--- config.mk ---
export PLATFORM = sky130hd
export DESIGN_NAME = store_buffer
export DESIGN_NICKNAME = d
export VERILOG_FILES = /design/src/rtl/store_buffer.sv
export SDC_FILE = /design/constraint.sdc
export NUM_CORES = 1
export LEC_CHECK = 0
export ABC_CLOCK_PERIOD_IN_PS = 8500
export CORE_ASPECT_RATIO = 0.8
export CORE_UTILIZATION = 25
export CTS_BUF_LIST = sky130_fd_sc_hd__clkbuf_16
export DETAILED_ROUTE_END_ITERATION = 6
export HOLD_SLACK_MARGIN = 0.15
export PLACE_DENSITY = 0.53
export SYNTH_ARGS = -nofsm -noshare
export SYNTH_HDL_FRONTEND = slang
export SYNTH_SLANG_ARGS = --single-unit
--- constraint.sdc ---
create_clock -name clk_i -period 8.5 [get_ports clk_i]
set_input_delay 0.85 -clock clk_i [delete_from_list [all_inputs] [get_ports clk_i]]
set_output_delay 0.85 -clock clk_i [all_outputs]
set_load 0.03 [all_outputs]
--- src/rtl/store_buffer.sv ---
// Circular store buffer between the pipeline and data memory.
// Stores drain in FIFO order; ld_hit_o flags a pending write to the same aligned word as a load.
module store_buffer #(
   parameter int unsigned XLEN  = 32,
   parameter int unsigned DEPTH = 4
) (
   input  logic                      clk_i,
   input  logic                      rst_ni,
   input  logic                      enq_valid_i,
   output logic                      enq_ready_o,
   input  logic [XLEN-1:0]           enq_addr_i,
   input  logic [XLEN-1:0]           enq_data_i,
   input  logic [1:0]                enq_size_i,
   output logic                      misalign_o,
   output logic                      mem_req_o,
   input  logic                      mem_gnt_i,
   output logic [XLEN-1:0]           mem_addr_o,
   output logic [XLEN-1:0]           mem_wdata_o,
   output logic [XLEN/8-1:0]         mem_be_o,
   input  logic [XLEN-1:0]           ld_addr_i,
   output logic                      ld_hit_o,
   output logic [$clog2(DEPTH):0]    count_o
);

   localparam int unsigned NB = XLEN / 8;
   localparam int unsigned OW = $clog2(NB);
   localparam int unsigned PW = $clog2(DEPTH);
   localparam int unsigned CW = PW + 1;

   logic [XLEN-1:0] addr_q  [DEPTH];
   logic [XLEN-1:0] data_q  [DEPTH];
   logic [NB-1:0]   be_q    [DEPTH];

   logic [PW-1:0]   wr_ptr_q, wr_ptr_d, rd_ptr_q, rd_ptr_d;
   logic [CW-1:0]   count_q, count_d;

   logic            misaligned, push, pop;
   logic [OW-1:0]   offset;
   logic [7:0]      size_mask;
   logic [NB-1:0]   enq_be;
   logic [XLEN-1:0] enq_wdata, enq_word, ld_word;
   logic [PW-1:0]   rel;

   assign offset   = enq_addr_i[OW-1:0];
   assign enq_word = {enq_addr_i[XLEN-1:OW], {OW{1'b0}}};
   assign ld_word  = {ld_addr_i[XLEN-1:OW], {OW{1'b0}}};

   always_comb begin
      misaligned = 1'b0;
      size_mask  = 8'h01;
      case (enq_size_i)
         2'b00: begin
            misaligned = 1'b0;
            size_mask  = 8'h01;
         end
         2'b01: begin
            misaligned = enq_addr_i[0];
            size_mask  = 8'h03;
         end
         2'b10: begin
            misaligned = |enq_addr_i[1:0];
            size_mask  = 8'h0F;
         end
         default: begin
            // Doubleword stores only exist on a 64-bit datapath.
            misaligned = (XLEN == 32) || (|enq_addr_i[2:0]);
            size_mask  = 8'hFF;
         end
      endcase
   end

   assign enq_be    = size_mask[NB-1:0] << offset;
   assign enq_wdata = enq_data_i << {offset, 3'b000};

   assign enq_ready_o = (count_q < CW'(DEPTH));
   assign misalign_o  = enq_valid_i & misaligned;
   assign mem_req_o   = (count_q != '0);
   assign push        = enq_valid_i & enq_ready_o & ~misaligned;
   assign pop         = mem_req_o & mem_gnt_i;
   assign count_o     = count_q;

   assign mem_addr_o  = mem_req_o ? addr_q[rd_ptr_q] : '0;
   assign mem_wdata_o = mem_req_o ? data_q[rd_ptr_q] : '0;
   assign mem_be_o    = mem_req_o ? be_q[rd_ptr_q]   : '0;

   always_comb begin
      wr_ptr_d = push ? wr_ptr_q + PW'(1) : wr_ptr_q;
      rd_ptr_d = pop  ? rd_ptr_q + PW'(1) : rd_ptr_q;
      count_d  = count_q + CW'(push) - CW'(pop);
   end

   // An entry is live when its distance from the head is below the occupancy.
   always_comb begin
      ld_hit_o = 1'b0;
      rel      = '0;
      for (int i = 0; i < int'(DEPTH); i++) begin
         rel = PW'(i) - rd_ptr_q;
         if (({1'b0, rel} < count_q) && (addr_q[i] == ld_word)) begin
            ld_hit_o = 1'b1;
         end
      end
   end

   always_ff @(posedge clk_i or negedge rst_ni) begin
      if (!rst_ni) begin
         wr_ptr_q <= '0;
         rd_ptr_q <= '0;
         count_q  <= '0;
      end else begin
         wr_ptr_q <= wr_ptr_d;
         rd_ptr_q <= rd_ptr_d;
         count_q  <= count_d;
      end
   end

   always_ff @(posedge clk_i) begin
      if (push) begin
         addr_q[wr_ptr_q] <= enq_word;
         data_q[wr_ptr_q] <= enq_wdata;
         be_q[wr_ptr_q]   <= enq_be;
      end
   end

endmodule
# After elaboration in Yosys (flattened, before gate mapping)
# Memories as Yosys holds them, arrays and structs flattened.
# Index checks and enable logic that the tools add are counted.
# Widths: inputs -> output; s select.
# classes
n_eq_ne	6
n_bitwise	5
reduce_logical	7
n_addsub	8
n_mux	11
shifts	2
n_lt_le_gt_ge	5
# ops
op	n
$eq 32x32->1	4
$mux 32	2
$shl 32x5->32	1
$lt 2x3->1	4
$pmux 4 s3	1
$mux 1	6
$add 2x1->2 const B	2
$and 1x1->1	4
$logic_and 1x1->1	4
$mux 4	1
$shl 4x2->4	1
$sub 1x2->2 const A	2
$sub 2x2->2 const A	2
$add 3x1->3	1
$lt 3x3->1 const B	1
$pmux 1 s3	1
$reduce_bool 3->1	1
$sub 3x1->3	1
$eq 2x1->1 const B	1
$eq 2x2->1 const B	1
$logic_not 2->1	1
$reduce_or 2->1	1
$not 1->1	1
# totals
wordCells	50
ramBits	264
out_inout_bits	75
input_bits	102
regBits	7
memories	3
# mem_list
name	depth	width	read_ports	rd_clocked_by_memory_dff	write_ports	line_no	source
data_q	4	32	1	0	1	31	logic [XLEN-1:0] data_q [DEPTH];
addr_q	4	30	5	0	1	30	logic [XLEN-1:0] addr_q [DEPTH];
be_q	4	4	1	0	1	32	logic [NB-1:0] be_q [DEPTH];

# Depth between registers and ports, before layout
# depth
ltp_word	7
mapped_depth	10
mapped_depth_nobuf	9

# Least setup slack after synthesis
# OpenSTA, ideal clock, no wires.
# synth_timing
path_kind	in2reg
startpoint	input enq_size_i[0]
endpoint	memory addr_q[0][0] (netlist bit) (enable)
t_required_ns	8.069
n_path_buf	0
cell_stages	4
t_arrival_ns	3.217
setup_ns	0.431
path_slack_ns	4.852
cell_sequence	nor3_1 nor2_1 nor3b_1 and2_1
# synth_via
elab_chain_cells	6
word_cells_on_any_way	8
classes_between	eq/ne: 2; mux: 3; bitwise: 2; reduce/logical: 1
# synth_rtl
item	line_no	source
start: declaration	13	input logic [1:0] enq_size_i,
$eq 2x2->1, or another cell as far along	51	case (enq_size_i)
$pmux 1 s3 (*)	51	
$not 1->1 (*)	78	assign push = enq_valid_i & enq_ready_o & ~misaligned;
$and 1x1->1 (*)	78	
$mux 1 (*)	117	if (push) begin
$mux 1 (implied by the code) (*)	118	addr_q[wr_ptr_q] <= enq_word;
end: declaration	30	
# Every way passes the cells marked *; elsewhere a longest branch is shown, timed or not.

# Final worst setup path
# layout_timing
startpoint	input ld_addr_i[3]
endpoint	output ld_hit_o
# layout_via
elab_chain_cells	6
word_cells_on_any_way	12
classes_between	eq/ne: 4; mux: 4; reduce/logical: 4
# layout_rtl
item	line_no	source
start: declaration	20	input logic [XLEN-1:0] ld_addr_i,
$eq 32x32->1	98	if (({1'b0, rel} < count_q) && (addr_q[i] == ld_word)) begin
$logic_and 1x1->1	98	
$mux 1 (3 in series)	98	
$mux 1 (*)	98	
end: declaration	21	output logic ld_hit_o,
# Marks and branches as above.

==> run summary <==
## Hold path
- input port to async pin — Min-Delay Path Class

## Detailed routing
- 5 — DR pass1 iterations
- 448 — DRC marker count from the first detailed-route iteration
- 6904 — DR vias
- 0 — Remaining DRCs
- 4.43 — average vias per placed instance
- 21.5 um — post-DR wirelength/cell
- 33500 um — aggregate routed wire length
- 0 — number of nets with antenna violations after routing

## CTS
- 30 — number of CTS-inserted buffers
- 1 — H-tree levels
- 0.06 ns — clk slew on worst S/H paths
- 0 — Post-CTS Setup Bufs
- 0 — PostCTS Resize Cnt
- 271 — TritonCTS sink count
- sky130_fd_sc_hd__clkbuf_16 — Clock Tree Root
- 0.55 ns — Clock Latency Late Sink
- 0 — hold buffer count at CTS
- yes — clock tree from TritonCTS
- 3 — maximum buffer depth of the clock tree

## Logic synthesis
- 0 — synthesis warning total
- 271 — flop and latch count out of synthesis
- 32 — Unique masters post-synth
- sky130_fd_sc_hd__edfxtp_1 — most frequently used flop master after synthesis
- 730 — number of standard cells after synthesis
- 264 — number of flops mapped to enable cells by yosys
- 16.9 sq um — average cell area after synthesis
- 0.0258 — Synth async-reset ratio
- 0.656 — sequential area share after synthesis
- 12400 sq um — post-synthesis cell area

## Finish
- 0 — number of diodes
- 26.9% — layout-stage area growth over the synthesis result
- 0.323 — final core utilization
- 1021 — nets@finish
- 0.134 — ratio of cells with drive above 1 in the final layout

## Critical path
- count_o[2] — Critical R2R Launch
- input port — critical path launch point type
- 3.82 ns — data arrival time of the critical path
- 4 — critical path peak fanout
- 7.65 ns — Worst EP required
- output port — crit end category
- ld_addr_i[3] — CP startpoint
- input port to output port — type of the setup path with the least slack

## Timing
- 0 — Max Slew Vio Count
- 4.67 ns — final worst path period need
- 0.214 GHz — FMAX
- 0.549 — fin crit share
- 0 — number of endpoints with negative hold slack in the final report
- 0.384 — headroom to the max-slew limit
- 0.924 ns — Slew @ Worst Pin
- 0 — Setup Viol. Count Final
- 0 ns — post-route setup TNS
- 0.0205 ns — final clock skew
- no — RSZ-0062 raised after global routing

## Power
- 313 nW/um^2 — power density of the placed cells
- 0.00515 uW — leakage power
- 4900 uW — Power Total
- 0.304 mV — peak ir drop on the vdd network

## Place
- 172 — number of buffer cells added on primary ports
- 0.847 — final estimated routing congestion in global placement
- 23200 um — half-perimeter wire length of the detailed placement result

## Global route
- 7279 — vias in the first global route
- 69 — largest net degree at the start of global routing
- 3 — number of antenna violations at the first check in global routing
- 49200 um — global-route wire length before repair
- 0 — global route overflow
- 0.132 — Overall Global Routing Usage

## Die
- 48600 sq um — floorplan core area
- 72 — site row count
- 50300 sq um — Die ar.
- 177 — IO Pins
- 0.255 — initial core utilization
- 201 um — vertical die dimension
- 251 um — x dimension of the die

## Outcome
- finished clean — status

## Flow run
- 0 — max cap viols

worst max-delay path, stage by stage:
cell and delay [ns]:
sky130_fd_sc_hd__clkdlybuf4s50_1 0.54, sky130_fd_sc_hd__xor2_1 0.22, sky130_fd_sc_hd__nor4_1 0.71, sky130_fd_sc_hd__nand4_1 0.30, sky130_fd_sc_hd__nor4_1 0.33, sky130_fd_sc_hd__or4_1 0.19
sky130_fd_sc_hd__clkdlybuf4s50_1 0.68
routing by layer:
metal | track usage | vias to the layer above | share of wire
li1 | - | 3144 | -
met2 | 0.197 | 172 | 0.44
met5 | 0 | - | 0.00051
met4 | 0.0263 | 2 | 0.014
met1 | 0.202 | 3551 | 0.49
met3 | 0.0210 | 35 | 0.052
registers in the layout (all words and copies together), names as in the netlist:
name      cells
addr_q      120
be_q         16
count_o       3
data_q      128
rd_ptr_q      2
wr_ptr_q      2
where the power goes:
group / internal (uW) / switching, uW / leakage, uW / total (uW)
clock network: 712 / 503 / 0.000472 / 1210
registers: 1580 / 121 / 0.00248 / 1700
logic: 889 / 1090 / 0.00220 / 1980
total: 3180 / 1720 / 0.00515 / 4900
path summary, 6_finish.rpt:
kind | slack [ns] | cells after the start | end
max | 3.83 | 7 | ld_hit_o
min | 0.57 | 1 | wr_ptr_q[1]
max reg2reg | 5.53 | 3 | data_q[1][20]
min reg2reg | 0.63 | 2 | wr_ptr_q[1]
max in group asynchronous | 7.64 | 1 | rd_ptr_q[0]
min in group clk_i | 0.63 | 2 | wr_ptr_q[1]
final cells by class:
type / count / area, sq um
inverter: 11 / 41.3
clock inverter: 21 / 145
fill: 4744 / 32900
tap: 629 / 787
timing repair buffer: 179 / 1770
sequential: 271 / 8110
multi-input combinational: 415 / 4060
clock buffer: 31 / 776
through the flow:
| stage | hold WS (ns) | worst slack (ns) | cell area, sq um | std cells |
|---|---|---|---|---|
| 2_1_floorplan | 0.554 | 4.85 | 12400 | 731 |
| 3_3_place_gp | 0.621 | 3.91 | 14800 | 1505 |
| 3_5_place_dp | 0.633 | 3.91 | 14800 | 1505 |
| 4_1_cts | 0.565 | 3.80 | 15700 | 1557 |
| 5_1_grt | 0.594 | 3.68 | 15700 | 1557 |
| 6_report | 0.570 | 3.83 | 15700 | 1557 |
cells in the mapped netlist (all sizes together) (10+ instances only):
cell / number / area share
nor2: 11 / 0.0033
inv: 11 / 0.0033
o21ai: 10 / 0.0040
ha: 10 / 0.010
edfxtp: 264 / 0.64
nand2: 11 / 0.0033
nor4: 23 / 0.012
a21oi: 15 / 0.0061
clkbuf: 15 / 0.0046
and2: 80 / 0.040
xnor2: 20 / 0.014
mux4: 66 / 0.12
mux2i: 17 / 0.014
xor2: 106 / 0.075
buf: 19 / 0.0093
cell usage in the layout, fill, tap and decap left out, types with 4 or more instances in the layout:
master | Yosys | final
sky130_fd_sc_hd__mux2i_1 | 17 | 17
sky130_fd_sc_hd__clkdlybuf4s50_1 | 0 | 171
sky130_fd_sc_hd__nand3_1 | 5 | 5
sky130_fd_sc_hd__clkbuf_16 | 0 | 31
sky130_fd_sc_hd__clkinv_1 | 0 | 6
sky130_fd_sc_hd__mux4_2 | 66 | 66
sky130_fd_sc_hd__a211oi_1 | 8 | 8
sky130_fd_sc_hd__o21ai_0 | 10 | 10
sky130_fd_sc_hd__edfxtp_1 | 264 | 264
sky130_fd_sc_hd__ha_1 | 10 | 10
sky130_fd_sc_hd__clkinv_2 | 0 | 8
sky130_fd_sc_hd__and2_4 | 0 | 4
sky130_fd_sc_hd__nand2_1 | 11 | 11
sky130_fd_sc_hd__xor2_1 | 106 | 106
sky130_fd_sc_hd__dfrtp_1 | 7 | 5
sky130_fd_sc_hd__nor2_1 | 11 | 11
sky130_fd_sc_hd__nor3_1 | 6 | 6
sky130_fd_sc_hd__nand4_1 | 8 | 8
sky130_fd_sc_hd__nor4_1 | 23 | 23
sky130_fd_sc_hd__nor2b_1 | 9 | 9
sky130_fd_sc_hd__and2_1 | 80 | 76
sky130_fd_sc_hd__buf_4 | 2 | 7
sky130_fd_sc_hd__inv_1 | 11 | 15
sky130_fd_sc_hd__a21oi_1 | 15 | 15
sky130_fd_sc_hd__xnor2_1 | 20 | 20
logic make-up after synthesis:
family / count (synthesis) / share of synthesized area
adders and majority gates: 11 / 0.0117
muxes: 83 / 0.134
xor gates and xnor gates: 126 / 0.0893
buffers and inverters: 45 / 0.0172
other: 1 / 0.000303
and+or+nand+nor: 157 / 0.0741
DFF: 271 / 0.656
AOI/OAI and AO/OA: 36 / 0.0176
Power figures use the tool's default switching activity.
==> RTL change 1: new RTL, same settings <==
Set the parameter `DEPTH` to 2 (it was 4).
--- a/src/rtl/store_buffer.sv
+++ b/src/rtl/store_buffer.sv
@@ -3,5 +3,5 @@
 module store_buffer #(
    parameter int unsigned XLEN  = 32,
-   parameter int unsigned DEPTH = 4
+   parameter int unsigned DEPTH = 2
 ) (
    input  logic                      clk_i,
Ports: changed (resized count_o); port bits go from 177 to 176. The function was not compared with the original's and may differ.
==> RTL change 1 against the unedited design <==
Via count fell by 38%; synthesized area down 48%; highest routed layer is now met4; critical path type unchanged; largest power group unchanged; wire length fell by 48%; final area is 42% lower; setup slack improved by 0.61 ns; maximum frequency is 15% higher; non-clock buffer count is 4 lower; sequential cell count decreased by 135; power decreased by 41%.
==> RTL change 1: results (changes against the unedited design) <==
stage,metric,value,unit,change
synth,asr flop ratio synth,2.94,%,was 2.58%
placed_design,final estimated routing congestion in global placement,0.821,,was 0.847
global_route,Global Route Usage Sum,13.5,%,was 13.2%
cts,clk_lat worst skew,0.42,ns,was 0.55 ns
synth,mux contribution to synthesized area,12.8,%,was 13.4%
drt,WL final,17500,microns,was 33500 microns
cts,CTS resizes,0,,unchanged
timing,Tightest Pin Transition,0.988,ns,was 0.924 ns
cts,Clock Tree Buf Depth,2,,was 3
layout,Top Registers,"data_q (64), addr_q (60), be_q (8)",,"was data_q (128), addr_q (120), be_q (16)"
critical_path,worst-path fanout max,2,,was 4
drt,met3 wire len,1580,microns,was 1750 microns
hold_path,Hold Crit Depth,1,,
drt,DR pass1 iterations,4,,was 5
critical_path,Crit path arrival time,3.21,ns,was 3.82 ns
synth,library cells used by synthesis,29,,was 32
critical_path,r2r setup slk,6.28,ns,was 5.53 ns
synth,Synth Area in Compound Gates,3.10,%,was 1.76%
power,comb pwr,1.24,mW,was 1.98 mW
cts,H-tree levels,4,,was 1
timing,clock skew,0.0104,ns,was 0.0205 ns
run_status,status,completed,,unchanged
critical_path,Max stage delay on crit path,0.78,ns,was 0.71 ns
global_route,met3 usage,5.77,%,was 2.10%
placed_design,port buffer count,171,,was 172
power,P_sw,1.11,mW,was 1.72 mW
synth,top post-synthesis cells by count,"132 x edfxtp_1, 82 x mux2i_1, 77 x nor2_1",,"was 264 x edfxtp_1, 106 x xor2_1, 80 x and2_1"
drt,DR top layer,met4,,was met5
global_route,met2 global-route usage,21.9,%,was 19.7%
layout,Final nets,748,,was 1021
synth,most area-consuming cells after synthesis,"edfxtp_1 62%, mux2i_1 13%, xnor2_1 4.9%",,"was edfxtp_1 64%, mux4_2 12%, xor2_1 7.5%"
synth,Synth Area in Adders,0.195,%,was 1.17%
power,peak supply drop,162,uV,was 304 uV
drt,Vias,4286,,was 6904
power,clock network power,0.730,mW,was 1.21 mW
drt,routed length on met2,8110,microns,was 14900 microns
global_route,first-pass GRT wire length,26700,microns,was 49200 microns
global_route,M1 GR Usage,16.5,%,was 20.2%
global_route,vias in the first global route,4630,,was 7279
critical_path,reg-to-reg critical path endpoint,data_q[0][9],,was data_q[1][20]
synth,sequential share of the synthesized area,63.4,%,was 65.6%
synth,Yosys warning count,0,,unchanged
power,Biggest consumer,combinational logic,,unchanged
cts,CTS Buf Count,17,,was 30
synth,xor/xnor cell area share of the yosys netlist,8.74,%,was 8.93%
critical_path,Critical-path top delay cell,clkdlybuf4s50_1,,was nor4_1
layout,final-layout fill cell count,2470,,was 4744
drt,wl on met1,7710,microns,was 16400 microns
placed_design,Final HPWL DP,12200,microns,was 23200 microns
power,leak pwr,3.22,nW,was 5.15 nW
critical_path,"CP delay by family, top",buffers and inverters,,was simple AND/OR/NAND/NOR gates
[RTL change 1: cell count changes after synthesis, moves of 16 or more]
cell,before,now
nor2_1,11,77
xnor2_1,20,36
mux4_2,66,0
mux2i_1,17,82
and2_1,80,10
xor2_1,106,28
edfxtp_1,264,132
nor4_1,23,7
[RTL change 1: through the flow]
step	worst slack, ns	power (mW)	hold WS [ns]	instances	cell area (sq um)
after floorplan	3.54	1.66	0.455	477	6420
after global placement	4.43	2.19	0.529	950	8440
after detailed placement	4.46	2.19	0.560	950	8440
after CTS	4.43	2.93	0.571	982	9030
after global routing	4.35	3.02	0.585	982	9030
final	4.44	2.89	0.561	983	9030
[RTL change 1: layout make-up]
cell class	count	area (sq um)	share of cell area (%)
clock buffer	17	425	4.71
clock inverter	15	163	1.80
timing repair buffer	175	1740	19.2
multi-input combinational	313	2230	24.7
sequential	136	4070	45.0
antenna	1	2.50	0.0277
inverter	2	7.51	0.0831
tap	324	405	4.49
==> RTL change 2: new RTL, config.mk and constraints unchanged <==
Without the edit above. Register the output `count_o` once more, without a reset; this adds one clock of latency there. The other outputs are not delayed to match.
--- a/src/rtl/store_buffer.sv
+++ b/src/rtl/store_buffer.sv
@@ -78,5 +78,7 @@
    assign push        = enq_valid_i & enq_ready_o & ~misaligned;
    assign pop         = mem_req_o & mem_gnt_i;
-   assign count_o     = count_q;
+   always_ff @(posedge clk_i) begin
+      count_o <= count_q;
+   end
 
    assign mem_addr_o  = mem_req_o ? addr_q[rd_ptr_q] : '0;
Formal check against the unedited RTL: not equivalent (Yosys sat finds a counterexample within 4 cycles, from zero or initial values and one cycle with rst_ni low).
==> RTL change 2 against the unedited design <==
Register-to-register slack worse by 0.15 ns; final area up 0.73%; maximum frequency grew 1.9%; wire length up 0.87%; synthesized area increased by 0.49%; power increased by 1.5%; sequential cell count is 3 higher; clock skew is 0.011 ns lower; setup slack improved by 0.089 ns; largest cell class unchanged; highest routed layer is now met4.
==> RTL change 2: results (changes against the unedited design) <==
stage,metric,value,unit,change
synth,library cells used by synthesis,33,,was 32
layout,layout cells sized above 1,13.1,%,was 13.4%
placed_design,"Cell Area, Placed",14800,sq um,about the same
synth,xor/xnor cell area share of the yosys netlist,8.89,%,was 8.93%
placed_design,dpl cells,1509,,was 1505
drt,initial drt markers,413,,was 448
synth,sequential share of the synthesized area,65.7,%,was 65.6%
power,leak pwr,5.21,nW,was 5.15 nW
placed_design,Final HPWL DP,22800,microns,was 23200 microns
synth,most area-consuming cells after synthesis,"edfxtp_1 64%, mux4_2 12%, xor2_1 7.5%",,unchanged
global_route,first-pass GRT wire length,49700,microns,was 49200 microns
global_route,Global Route Usage Sum,13.3,%,was 13.2%
hold_path,Hold WC Path Type,reg2reg,,was in2async
drt,Vias,7040,,was 6904
synth,syn_area_per_cell,16.9,sq um,about the same
global_route,vias in the first global route,7402,,was 7279
global_route,initial antenna violation count,0,,was 3
global_route,largest net degree at the start of global routing,42,,was 69
critical_path,Crit path arrival time,3.73,ns,was 3.82 ns
synth,mux contribution to synthesized area,13.3,%,was 13.4%
layout,final-layout fill cell count,4787,,was 4744
power,peak supply drop,199,uV,was 304 uV
synth,Synth Area in Adders,1.17,%,about the same
critical_path,reg-to-reg critical path endpoint,be_q[2][0],,was data_q[1][20]
placed_design,final estimated routing congestion in global placement,0.805,,was 0.847
layout,Area Growth Syn to Fin,27.2,%,was 26.9%
cts,CTS Buf Count,31,,was 30
timing,relative slew slack,28.7,%,was 38.4%
critical_path,worst r2r src,count_q[2],,was count_o[2]
timing,clock skew,0.00929,ns,was 0.0205 ns
drt,vias per cell,4.50,,was 4.43
drt,WL final,33800,microns,was 33500 microns
critical_path,r2r setup slk,5.38,ns,was 5.53 ns
run_status,status,completed,,unchanged
-- RTL change 2: changes by cell type in the layout (fill, tap and decap cells not counted), sizes merged --
cell / delta
clkinv: -3
bufinv: +1
clkinvlp: +1
inv: +6
buf: +1
dfxtp: +3
-- RTL change 2: worst max-delay path, cell delays in order --
cell and delay (ns):
clkdlybuf4s50_1 0.63, xor2_1 0.22, nor4_1 0.55, nand4_1 0.20, a2111oi_2 0.35, or4_1 0.22
clkdlybuf4s50_1 0.71
-- RTL change 2: per-layer routing --
metal / wire length (microns) / global-route usage, % / vias up
met5: 0 / 0 / -
li1: - / - / 3167
met1: 16000 / 19.6 / 3629
met3: 1780 / 2.16 / 38
met4: 515 / 2.64 / 0
met2: 15500 / 20.7 / 206
-- RTL change 2: worst max path at each step --
stage                        startpoint  cells past startpoint              end  slack [ns]
final                      ld_addr_i[4]                      7         ld_hit_o        3.92
after global routing        rd_ptr_q[0]                      4  mem_wdata_o[31]        3.70
after CTS                   rd_ptr_q[0]                      4  mem_wdata_o[31]        3.77
after detailed placement   ld_addr_i[4]                      7         ld_hit_o        3.91
after global placement    enq_addr_i[1]                      7       be_q[2][1]        3.94
after floorplan           enq_size_i[0]                      4     addr_q[0][0]        4.85
-- RTL change 2: through the flow --
step | util (%) | hold WS (ns) | setup slack (ns)
6_report | 32.5 | 0.450 | 3.92
2_1_floorplan | - | 0.399 | 4.85
3_3_place_gp | 30.5 | 0.432 | 3.94
4_1_cts | 32.5 | 0.451 | 3.77
3_5_place_dp | 30.5 | 0.426 | 3.91
5_1_grt | 32.5 | 0.481 | 3.70
-- RTL change 2: cells by family after synthesis --
family / count (synthesis)
flip-flops: 274
AND/OR/NAND/NOR: 157
other: 1
AO/OA/AOI/OAI: 36
multiplexers: 83
XOR/XNOR: 126
buffers and inverters: 45
adder cells (fa/ha/maj): 11
-- RTL change 2: area by class of cell --
cell class	count	area [sq um]	area share [%]
sequential	274	8170	51.7
multi-input combinational	415	4060	25.7
timing repair buffer	180	1780	11.2
tap	629	787	4.98
clock buffer	31	776	4.91
clock inverter	26	193	1.22
inverter	11	41.3	0.261
-- RTL change 2: power by group --
| group | switching (mW) | leakage [nW] | total [mW] | internal [mW] |
|---|---|---|---|---|
| clock network | 0.526 | 0.501 | 1.27 | 0.747 |
| logic | 1.07 | 2.21 | 1.96 | 0.888 |
| registers | 0.140 | 2.50 | 1.75 | 1.61 |
